File: src/rtl/lfa_adc_sampler_pkg.sv
// Shared types and defaults for the LFA sensor ADC sampler.
// Holds the FSM and channel enums plus the control-word helper.
package lfa_pkg;

    typedef enum logic [1:0] {
        StIdle,
        StFrame,
        StLatch
    } state_e;

    typedef enum logic [1:0] {
        ChLeft,
        ChMiddle,
        ChRight
    } ch_e;

    localparam logic [2:0] DefChLeft   = 3'd3;
    localparam logic [2:0] DefChMiddle = 3'd4;
    localparam logic [2:0] DefChRight  = 3'd5;

    // SCLK edges per frame: 16 full periods.
    localparam int unsigned SckToggles = 32;

    function automatic ch_e next_ch(input ch_e ch);
        case (ch)
            ChLeft:   return ChMiddle;
            ChMiddle: return ChRight;
            default:  return ChLeft;
        endcase
    endfunction

    function automatic logic [15:0] ctrl_word(input logic [2:0] addr);
        return {2'b00, addr, 11'b0};
    endfunction

endpackage

File: src/rtl/lfa_adc_sampler_if.sv
// ADC serial pins plus the sampled sensor outputs, seen from the sampler (master)
// and from the ADC/consumer side (slave).
interface lfa_adc_sampler_if;

    logic        adc_dout;
    logic        adc_cs_n;
    logic        adc_sck;
    logic        adc_din;
    logic [11:0] left;
    logic [11:0] middle;
    logic [11:0] right;
    logic        data_valid;

    modport master (
        input  adc_dout,
        output adc_cs_n,
        output adc_sck,
        output adc_din,
        output left,
        output middle,
        output right,
        output data_valid
    );

    modport slave (
        output adc_dout,
        input  adc_cs_n,
        input  adc_sck,
        input  adc_din,
        input  left,
        input  middle,
        input  right,
        input  data_valid
    );

endinterface

File: src/rtl/lfa_adc_sampler_sck_divider.sv
// SCLK generator: 32 toggles every CLK_DIV cycles while enabled, then one idle
// half-period before o_done. Idles high; strobes fire the cycle before the edge.
module sck_divider
    import lfa_pkg::*;
#(
    parameter int unsigned CLK_DIV = 8
) (
    input  logic i_clk,
    input  logic i_rst,
    input  logic i_en,
    output logic o_sck,
    output logic o_rise,
    output logic o_fall,
    output logic o_done
);

    localparam int unsigned CntW = (CLK_DIV > 1) ? $clog2(CLK_DIV) : 1;
    localparam logic [CntW-1:0] CntMax = CntW'(CLK_DIV - 1);

    logic [CntW-1:0] r_div_cnt;
    logic [5:0]      r_tgl_cnt;
    logic            r_sck;
    logic            w_tick;
    logic            w_toggle;

    assign w_tick   = i_en && (r_div_cnt == CntMax);
    assign w_toggle = w_tick && (r_tgl_cnt < 6'(SckToggles));

    assign o_sck  = r_sck;
    assign o_fall = w_toggle && r_sck;
    assign o_rise = w_toggle && !r_sck;
    assign o_done = w_tick && !w_toggle;

    always_ff @(posedge i_clk) begin
        if (i_rst || !i_en) begin
            r_div_cnt <= '0;
            r_tgl_cnt <= '0;
            r_sck     <= 1'b1;
        end else begin
            r_div_cnt <= w_tick ? '0 : r_div_cnt + 1'b1;
            if (w_toggle) begin
                r_sck     <= !r_sck;
                r_tgl_cnt <= r_tgl_cnt + 1'b1;
            end
        end
    end

endmodule

File: src/rtl/lfa_adc_sampler.sv
// Round-robin sampler for three line-follower sensors on an ADC128S022-type ADC.
// Each frame sends the next channel address and receives the previous one's data.
module lfa_adc_sampler
    import lfa_pkg::*;
#(
    parameter int unsigned CLK_DIV   = 8,
    parameter int unsigned GAP_CYC   = 16,
    parameter logic [2:0]  CH_LEFT   = DefChLeft,
    parameter logic [2:0]  CH_MIDDLE = DefChMiddle,
    parameter logic [2:0]  CH_RIGHT  = DefChRight
) (
    input logic               clk_50M,
    input logic               rst,
    lfa_adc_sampler_if.master adc_bus
);

    localparam int unsigned GapW = (GAP_CYC > 1) ? $clog2(GAP_CYC) : 1;
    localparam logic [GapW-1:0] GapMax = GapW'(GAP_CYC - 1);

    state_e          r_state;
    state_e          w_state_nxt;
    logic [GapW-1:0] r_gap_cnt;
    logic [GapW-1:0] w_gap_nxt;
    logic            w_frame_start;
    logic            w_frame_end;

    logic            r_cs_n;
    logic [15:0]     r_din_sr;
    logic            r_fall_seen;
    logic [15:0]     r_shift;
    ch_e             r_ch;
    logic            r_first;
    logic [11:0]     r_left;
    logic [11:0]     r_middle;
    logic [11:0]     r_right;
    logic            r_valid;

    logic            w_sck;
    logic            w_rise;
    logic            w_fall;
    logic            w_done;
    logic [2:0]      w_addr;
    logic            w_unused_shift_hi;

    sck_divider #(
        .CLK_DIV(CLK_DIV)
    ) u_sck_divider (
        .i_clk (clk_50M),
        .i_rst (rst),
        .i_en  (r_state == StFrame),
        .o_sck (w_sck),
        .o_rise(w_rise),
        .o_fall(w_fall),
        .o_done(w_done)
    );

    always_ff @(posedge clk_50M) begin
        if (rst) begin
            r_state   <= StIdle;
            r_gap_cnt <= '0;
        end else begin
            r_state   <= w_state_nxt;
            r_gap_cnt <= w_gap_nxt;
        end
    end

    always_comb begin
        w_state_nxt   = r_state;
        w_gap_nxt     = r_gap_cnt;
        w_frame_start = 1'b0;
        w_frame_end   = 1'b0;
        unique case (r_state)
            StIdle: begin
                if (r_gap_cnt == GapMax) begin
                    w_state_nxt   = StFrame;
                    w_gap_nxt     = '0;
                    w_frame_start = 1'b1;
                end else begin
                    w_gap_nxt = r_gap_cnt + 1'b1;
                end
            end
            StFrame: begin
                if (w_done) begin
                    w_state_nxt = StLatch;
                    w_frame_end = 1'b1;
                end
            end
            StLatch: w_state_nxt = StIdle;
            default: w_state_nxt = StIdle;
        endcase
    end

    always_comb begin
        w_addr = CH_LEFT;
        unique case (r_ch)
            ChMiddle: w_addr = CH_MIDDLE;
            ChRight:  w_addr = CH_RIGHT;
            default:  w_addr = CH_LEFT;
        endcase
    end

    always_ff @(posedge clk_50M) begin
        if (rst) begin
            r_cs_n      <= 1'b1;
            r_din_sr    <= '0;
            r_fall_seen <= 1'b0;
            r_shift     <= '0;
            r_ch        <= ChLeft;
            r_first     <= 1'b1;
            r_left      <= '0;
            r_middle    <= '0;
            r_right     <= '0;
            r_valid     <= 1'b0;
        end else begin
            r_valid <= 1'b0;
            // Bit 15 is already on DIN at cs_n fall, so the first SCLK fall holds it.
            if (w_frame_start) begin
                r_cs_n      <= 1'b0;
                r_din_sr    <= ctrl_word(w_addr);
                r_fall_seen <= 1'b0;
            end else if (w_fall) begin
                if (r_fall_seen) begin
                    r_din_sr <= {r_din_sr[14:0], 1'b0};
                end
                r_fall_seen <= 1'b1;
            end
            if (w_rise) begin
                r_shift <= {r_shift[14:0], adc_bus.adc_dout};
            end
            if (w_frame_end) begin
                r_cs_n   <= 1'b1;
                r_din_sr <= '0;
                // Received data belongs to the address sent one frame earlier.
                if (!r_first) begin
                    unique case (r_ch)
                        ChMiddle: r_left   <= r_shift[11:0];
                        ChRight:  r_middle <= r_shift[11:0];
                        ChLeft: begin
                            r_right <= r_shift[11:0];
                            r_valid <= 1'b1;
                        end
                        default: ;
                    endcase
                end
            end
            if (r_state == StLatch) begin
                r_ch    <= next_ch(r_ch);
                r_first <= 1'b0;
            end
        end
    end

    assign w_unused_shift_hi = ^r_shift[15:12];

    assign adc_bus.adc_cs_n   = r_cs_n;
    assign adc_bus.adc_sck    = w_sck;
    assign adc_bus.adc_din    = r_din_sr[15];
    assign adc_bus.left       = r_left;
    assign adc_bus.middle     = r_middle;
    assign adc_bus.right      = r_right;
    assign adc_bus.data_valid = r_valid;

endmodule

File: src/flat_wrapper.sv
// flat-port wrapper written by rule: the top's interface ports become plain ports
module lfa_adc_sampler_flat import lfa_pkg::*;
#(
    parameter int unsigned CLK_DIV   = 8,
    parameter int unsigned GAP_CYC   = 16,
    parameter logic [2:0]  CH_LEFT   = DefChLeft,
    parameter logic [2:0]  CH_MIDDLE = DefChMiddle,
    parameter logic [2:0]  CH_RIGHT  = DefChRight
)
  (clk_50M, rst, adc_bus_adc_dout, adc_bus_adc_cs_n, adc_bus_adc_sck, adc_bus_adc_din, adc_bus_left, adc_bus_middle, adc_bus_right, adc_bus_data_valid);
  lfa_adc_sampler_if adc_bus_i ();
  input logic clk_50M;
  input logic rst;
  input wire logic [$bits(adc_bus_i.adc_dout)-1:0] adc_bus_adc_dout;
  output wire logic [$bits(adc_bus_i.adc_cs_n)-1:0] adc_bus_adc_cs_n;
  output wire logic [$bits(adc_bus_i.adc_sck)-1:0] adc_bus_adc_sck;
  output wire logic [$bits(adc_bus_i.adc_din)-1:0] adc_bus_adc_din;
  output wire logic [$bits(adc_bus_i.left)-1:0] adc_bus_left;
  output wire logic [$bits(adc_bus_i.middle)-1:0] adc_bus_middle;
  output wire logic [$bits(adc_bus_i.right)-1:0] adc_bus_right;
  output wire logic [$bits(adc_bus_i.data_valid)-1:0] adc_bus_data_valid;
  assign adc_bus_i.adc_dout = adc_bus_adc_dout;
  assign adc_bus_adc_cs_n = adc_bus_i.adc_cs_n;
  assign adc_bus_adc_sck = adc_bus_i.adc_sck;
  assign adc_bus_adc_din = adc_bus_i.adc_din;
  assign adc_bus_left = adc_bus_i.left;
  assign adc_bus_middle = adc_bus_i.middle;
  assign adc_bus_right = adc_bus_i.right;
  assign adc_bus_data_valid = adc_bus_i.data_valid;
  lfa_adc_sampler #(.CLK_DIV(CLK_DIV), .GAP_CYC(GAP_CYC), .CH_LEFT(CH_LEFT), .CH_MIDDLE(CH_MIDDLE), .CH_RIGHT(CH_RIGHT)) u_core (.clk_50M(clk_50M), .rst(rst), .adc_bus(adc_bus_i));
endmodule
File: config.mk
export PLATFORM = sky130hd
export DESIGN_NAME = lfa_adc_sampler_flat
export DESIGN_NICKNAME = d
export VERILOG_FILES = /design/src/rtl/lfa_adc_sampler_pkg.sv /design/src/rtl/lfa_adc_sampler_if.sv /design/src/rtl/lfa_adc_sampler_sck_divider.sv /design/src/rtl/lfa_adc_sampler.sv /design/src/flat_wrapper.sv
export SDC_FILE = /design/constraint.sdc
export NUM_CORES = 1
export LEC_CHECK = 0
export ABC_CLOCK_PERIOD_IN_PS = 1800
export CORE_MARGIN = 4
export CORE_UTILIZATION = 30
export CTS_CLUSTER_SIZE = 10
export DETAILED_ROUTE_END_ITERATION = 8
export GPL_TIMING_DRIVEN = 0
export PLACE_DENSITY = 0.59
export REMOVE_ABC_BUFFERS = 1
export SLEW_MARGIN = 10
export SYNTH_ARGS = -nofsm -noshare
export SYNTH_HDL_FRONTEND = slang
export SYNTH_SLANG_ARGS = --single-unit
File: constraint.sdc
create_clock -name clk_50M -period 1.8 [get_ports clk_50M]
set_clock_uncertainty 0.2 [all_clocks]
set_input_delay 0.36 -clock clk_50M [delete_from_list [all_inputs] [get_ports clk_50M]]
set_output_delay 0.36 -clock clk_50M [all_outputs]
set_load 0.02 [all_outputs]
==> run_summary.xml <==
<?xml version="1.0" encoding="UTF-8"?>
<metrics>
  <group name="power">
    <metric name="power-per-cell-area" unit="nW/um^2">768</metric>
    <metric name="irDropWorstVdd" unit="V">0.000335</metric>
    <metric name="total_design_power" unit="mW">3.03</metric>
    <metric name="p_leak" unit="nW">1.62</metric>
  </group>
  <group name="grt">
    <metric name="grt_max_degree" unit="">54</metric>
    <metric name="grt_antenna_before_repair" unit="">0</metric>
    <metric name="vias_in_the_first_global_route" unit="">2201</metric>
    <metric name="grt_use_total" unit="%">11.7</metric>
    <metric name="grt_first_pass_wirelength" unit="um">10700</metric>
    <metric name="gr-total-overflow" unit="">0</metric>
  </group>
  <group name="drt">
    <metric name="detail_route.vias_per_cell" unit="">4.68</metric>
    <metric name="drc_violation_count_after_routing" unit="">0</metric>
    <metric name="detailroute.via_count" unit="">2341</metric>
    <metric name="drt_first_pass_iters" unit="">4</metric>
    <metric name="wl_per_cell" unit="um">12.8</metric>
    <metric name="dr.first_iter.drc_count" unit="">91</metric>
    <metric name="drt.antenna.violating_nets" unit="">0</metric>
    <metric name="drt_wl_total" unit="um">6390</metric>
  </group>
  <group name="synth">
    <metric name="post_synth_inst_count" unit="">317</metric>
    <metric name="number_of_flops_mapped_to_enable_cells_by_yosys" unit="">0</metric>
    <metric name="synth_most_common_cell" unit="">sky130_fd_sc_hd__dfxtp_1</metric>
    <metric name="yosysSeqAreaShare" unit="%">50.7</metric>
    <metric name="largest_family_of_logic_cells_by_synthesized_area" unit="">simple AND/OR/NAND/NOR gates</metric>
    <metric name="synthMuxAreaShare" unit="%">12.8</metric>
    <metric name="adder_cell_share_of_the_synthesized_area" unit="%">3.80</metric>
    <metric name="synth.avg_cell_area" unit="sq um">9.35</metric>
    <metric name="synthXorXnorAreaFrac" unit="%">0.886</metric>
    <metric name="synth_area_leader" unit="">sky130_fd_sc_hd__dfxtp_1</metric>
    <metric name="post_synth_and_or_nand_nor_area_fraction" unit="%">18.1</metric>
    <metric name="yosys.cell_types.count" unit="">37</metric>
    <metric name="yosysWarningCount" unit="">0</metric>
    <metric name="synthesis.area" unit="sq um">2960</metric>
    <metric name="synth_largest_type_area_fraction" unit="%">50.7</metric>
    <metric name="ys_top_cells_by_count" unit="">75 x sky130_fd_sc_hd__dfxtp_1, 59 x sky130_fd_sc_hd__nand2_1, 38 x sky130_fd_sc_hd__mux2i_1</metric>
    <metric name="synth.top_cells.by_area" unit="">sky130_fd_sc_hd__dfxtp_1 51%, sky130_fd_sc_hd__mux2i_1 13%, sky130_fd_sc_hd__nand2_1 7.5%</metric>
    <metric name="postSynth.topFlopCell" unit="">sky130_fd_sc_hd__dfxtp_1</metric>
    <metric name="postSynth.asyncResetShare" unit="%">0</metric>
    <metric name="complex_gate_fraction_of_the_synthesized_area" unit="%">9.84</metric>
    <metric name="synth-seq-cells" unit="">75</metric>
  </group>
  <group name="die">
    <metric name="design.core.area" unit="sq um">9680</metric>
    <metric name="fp.dieH" unit="um">107</metric>
    <metric name="chipWidth" unit="um">107</metric>
    <metric name="initial_utilization" unit="%">30.6</metric>
    <metric name="die-area" unit="sq um">11500</metric>
    <metric name="io_pins" unit="">43</metric>
    <metric name="std_cell_rows" unit="">36</metric>
  </group>
  <group name="sta">
    <metric name="worstMarginPinSlew" unit="ps">565</metric>
    <metric name="setup-tns-final" unit="ps">0</metric>
    <metric name="final_hold_viol_count" unit="">0</metric>
    <metric name="grt_setup_unrepaired" unit="">yes</metric>
    <metric name="slew-limit-headroom" unit="%">62.3</metric>
    <metric name="setup_viol_count_final" unit="">0</metric>
    <metric name="hold_slack" unit="ps">233</metric>
    <metric name="timing.final.max_slew_violations" unit="">0</metric>
    <metric name="fin_crit_sh" unit="%">97.1</metric>
    <metric name="layout_min_cycle_time" unit="ps">1750</metric>
    <metric name="maximum_operating_frequency" unit="GHz">0.572</metric>
  </group>
  <group name="critical_path">
    <metric name="r2r_end" unit="">u_core.adc_bus.right[1]</metric>
    <metric name="worstSetupStartpointType" unit="">register</metric>
    <metric name="rr_startpoint" unit="">u_core.u_sck_divider.r_div_cnt[0]</metric>
    <metric name="cp-end-kind" unit="">register</metric>
    <metric name="crit_path_max_fanout" unit="">6</metric>
    <metric name="worstPathRequired" unit="ps">1880</metric>
    <metric name="worst-endpoint-arrival" unit="ps">1830</metric>
    <metric name="crit_path_category" unit="">register to register</metric>
    <metric name="ff2ff_setup_slack" unit="ps">50</metric>
    <metric name="worst-r2r-cell-count" unit="">5</metric>
  </group>
  <group name="clock_network">
    <metric name="total_clock_buffers_created_by_cts" unit="">9</metric>
    <metric name="cts_tree" unit="">done</metric>
    <metric name="clk-insertion-delay-late" unit="ps">350</metric>
    <metric name="number_of_h_tree_levels" unit="">3</metric>
    <metric name="number_of_clock_sinks" unit="">75</metric>
    <metric name="cts.path.max_buffers" unit="">2</metric>
    <metric name="clockRootBuffer" unit="">sky130_fd_sc_hd__clkbuf_8</metric>
    <metric name="worst_setup_hold_path_clk_slew" unit="ps">80</metric>
  </group>
  <group name="finish">
    <metric name="count_of_filler_cells_inserted_in_the_layout" unit="">940</metric>
    <metric name="antennaDiodeCount" unit="">0</metric>
    <metric name="drive_gt1_share" unit="%">16.3</metric>
    <metric name="area_delta_synth_final" unit="%">33.0</metric>
    <metric name="nets" unit="">374</metric>
  </group>
  <group name="worst_hold_path">
    <metric name="hold_end" unit="">u_core.u_sck_divider.r_div_cnt[0]</metric>
    <metric name="worst_hold_startpoint" unit="">u_core.u_sck_divider.r_div_cnt[0]</metric>
    <metric name="hold_depth" unit="">1</metric>
    <metric name="path_type_of_the_worst_min_delay_path" unit="">register to register</metric>
  </group>
  <group name="place">
    <metric name="number_of_buffers_added_on_ports" unit="">42</metric>
    <metric name="routabilityCongestion" unit="">0.692</metric>
    <metric name="detailed_place_hpwl" unit="um">4040</metric>
  </group>
  <group name="run_status">
    <metric name="run_status" unit="">finished, final reports clean</metric>
  </group>
  <group name="job">
    <metric name="max_cap_violations" unit="">0</metric>
  </group>
</metrics>
state kept, by name, summed over array words and instances (netlist names), 2 cells and up:
register / count
u_core.adc_bus.middle: 12
u_core.adc_bus.right: 12
u_core.r_ch: 2
u_core.u_sck_divider.r_tgl_cnt: 6
u_core.r_din_sr: 5
u_core.r_gap_cnt: 4
u_core.r_shift: 12
u_core.u_sck_divider.r_div_cnt: 3
u_core.r_state: 2
u_core.adc_bus.left: 12
kinds of logic (layout without fill, tap and decap cells):
| family | Yosys count | count (layout) |
|---|---|---|
| adders and majority gates | 9 | 9 |
| buffers and inverters | 27 | 76 |
| muxes | 38 | 38 |
| AOI/OAI and AO/OA | 51 | 51 |
| DFF | 75 | 75 |
| and+or+nand+nor | 114 | 115 |
| xor gates and xnor gates | 3 | 3 |
worst max-delay path by stage:
| stage | cells after the start | from | slack (ps) | endpoint |
|---|---|---|---|---|
| 3_3_place_gp | 4 | rst | -2350 | u_core.u_sck_divider.r_tgl_cnt[5] |
| 2_1_floorplan | 5 | u_core.u_sck_divider.r_div_cnt[0] | -1200 | u_core.r_din_sr[14] |
| 4_1_cts | 5 | u_core.u_sck_divider.r_div_cnt[0] | 3 | u_core.adc_bus.right[1] |
| 3_5_place_dp | 4 | rst | -1620 | u_core.u_sck_divider.r_tgl_cnt[5] |
| 6_report | 5 | u_core.u_sck_divider.r_div_cnt[0] | 50 | u_core.adc_bus.right[1] |
| 5_1_grt | 5 | u_core.u_sck_divider.r_div_cnt[0] | -40 | u_core.adc_bus.right[1] |
worst max-delay path, cell delays in order (launching register included):
cell,delay (ps)
sky130_fd_sc_hd__dfxtp_2,350
sky130_fd_sc_hd__ha_4,130
sky130_fd_sc_hd__ha_4,180
sky130_fd_sc_hd__and3b_2,320
sky130_fd_sc_hd__and3_4,300
sky130_fd_sc_hd__mux2i_1,200
repair_timing:
item	4_1_cts	5_1_grt
pin swaps	2	3
hold buffers	0	0
cloned	1	0
gates resized for setup	68	18
endpoints found under the setup margin	109	60
buffers inserted	10	1
routing by layer:
layer  vias to the layer above  routed length [um]  global-route usage [%]
met5                         -                   0                       0
met2                        49                2980                    18.3
met3                        11                 316                    3.30
li1                       1190                   -                       -
met1                      1091                2950                    14.8
met4                         0                 140                    5.68
stage by stage:
| stage | util [%] | cell area, sq um | setup slack, ps | instances |
|---|---|---|---|---|
| 6_report | 40.7 | 3940 | 51.5 | 500 |
| 5_1_grt | 40.7 | 3940 | -43.3 | 500 |
| 4_1_cts | 39.9 | 3870 | 2.58 | 499 |
| 3_5_place_dp | 36.0 | 3490 | -1620 | 472 |
| 3_3_place_gp | 35.7 | 3460 | -2350 | 471 |
| 2_1_floorplan | - | 2870 | -1200 | 296 |
layout by cell type, fill, tap and decap left out, drive strengths merged, types with 5 or more instances in the layout:
master / instances
nand3: 16
nand2: 59
clkbuf: 10
ha: 9
a21oi: 20
inv: 6
dfxtp: 75
or3: 5
nor2: 10
mux2i: 38
dlygate4sd2: 39
buf: 12
o21ai: 20
area by class of cell:
class	count	area [sq um]	share of cell area [%]
clock inverters	6	63.8	1.62
inverters	6	35.0	0.889
clock buffers	10	138	3.49
well taps	133	166	4.22
repair buffers	54	507	12.9
multi-input cells	216	1520	38.6
flip-flops and latches	75	1510	38.3
power by group:
group,internal [mW],switching [mW],total [mW]
sequential,1.66,0.00409,1.67
clock,0.677,0.629,1.31
combinational,0.0156,0.0388,0.0545
total,2.35,0.672,3.03
Note: power is estimated with default switching activity, not from simulation.
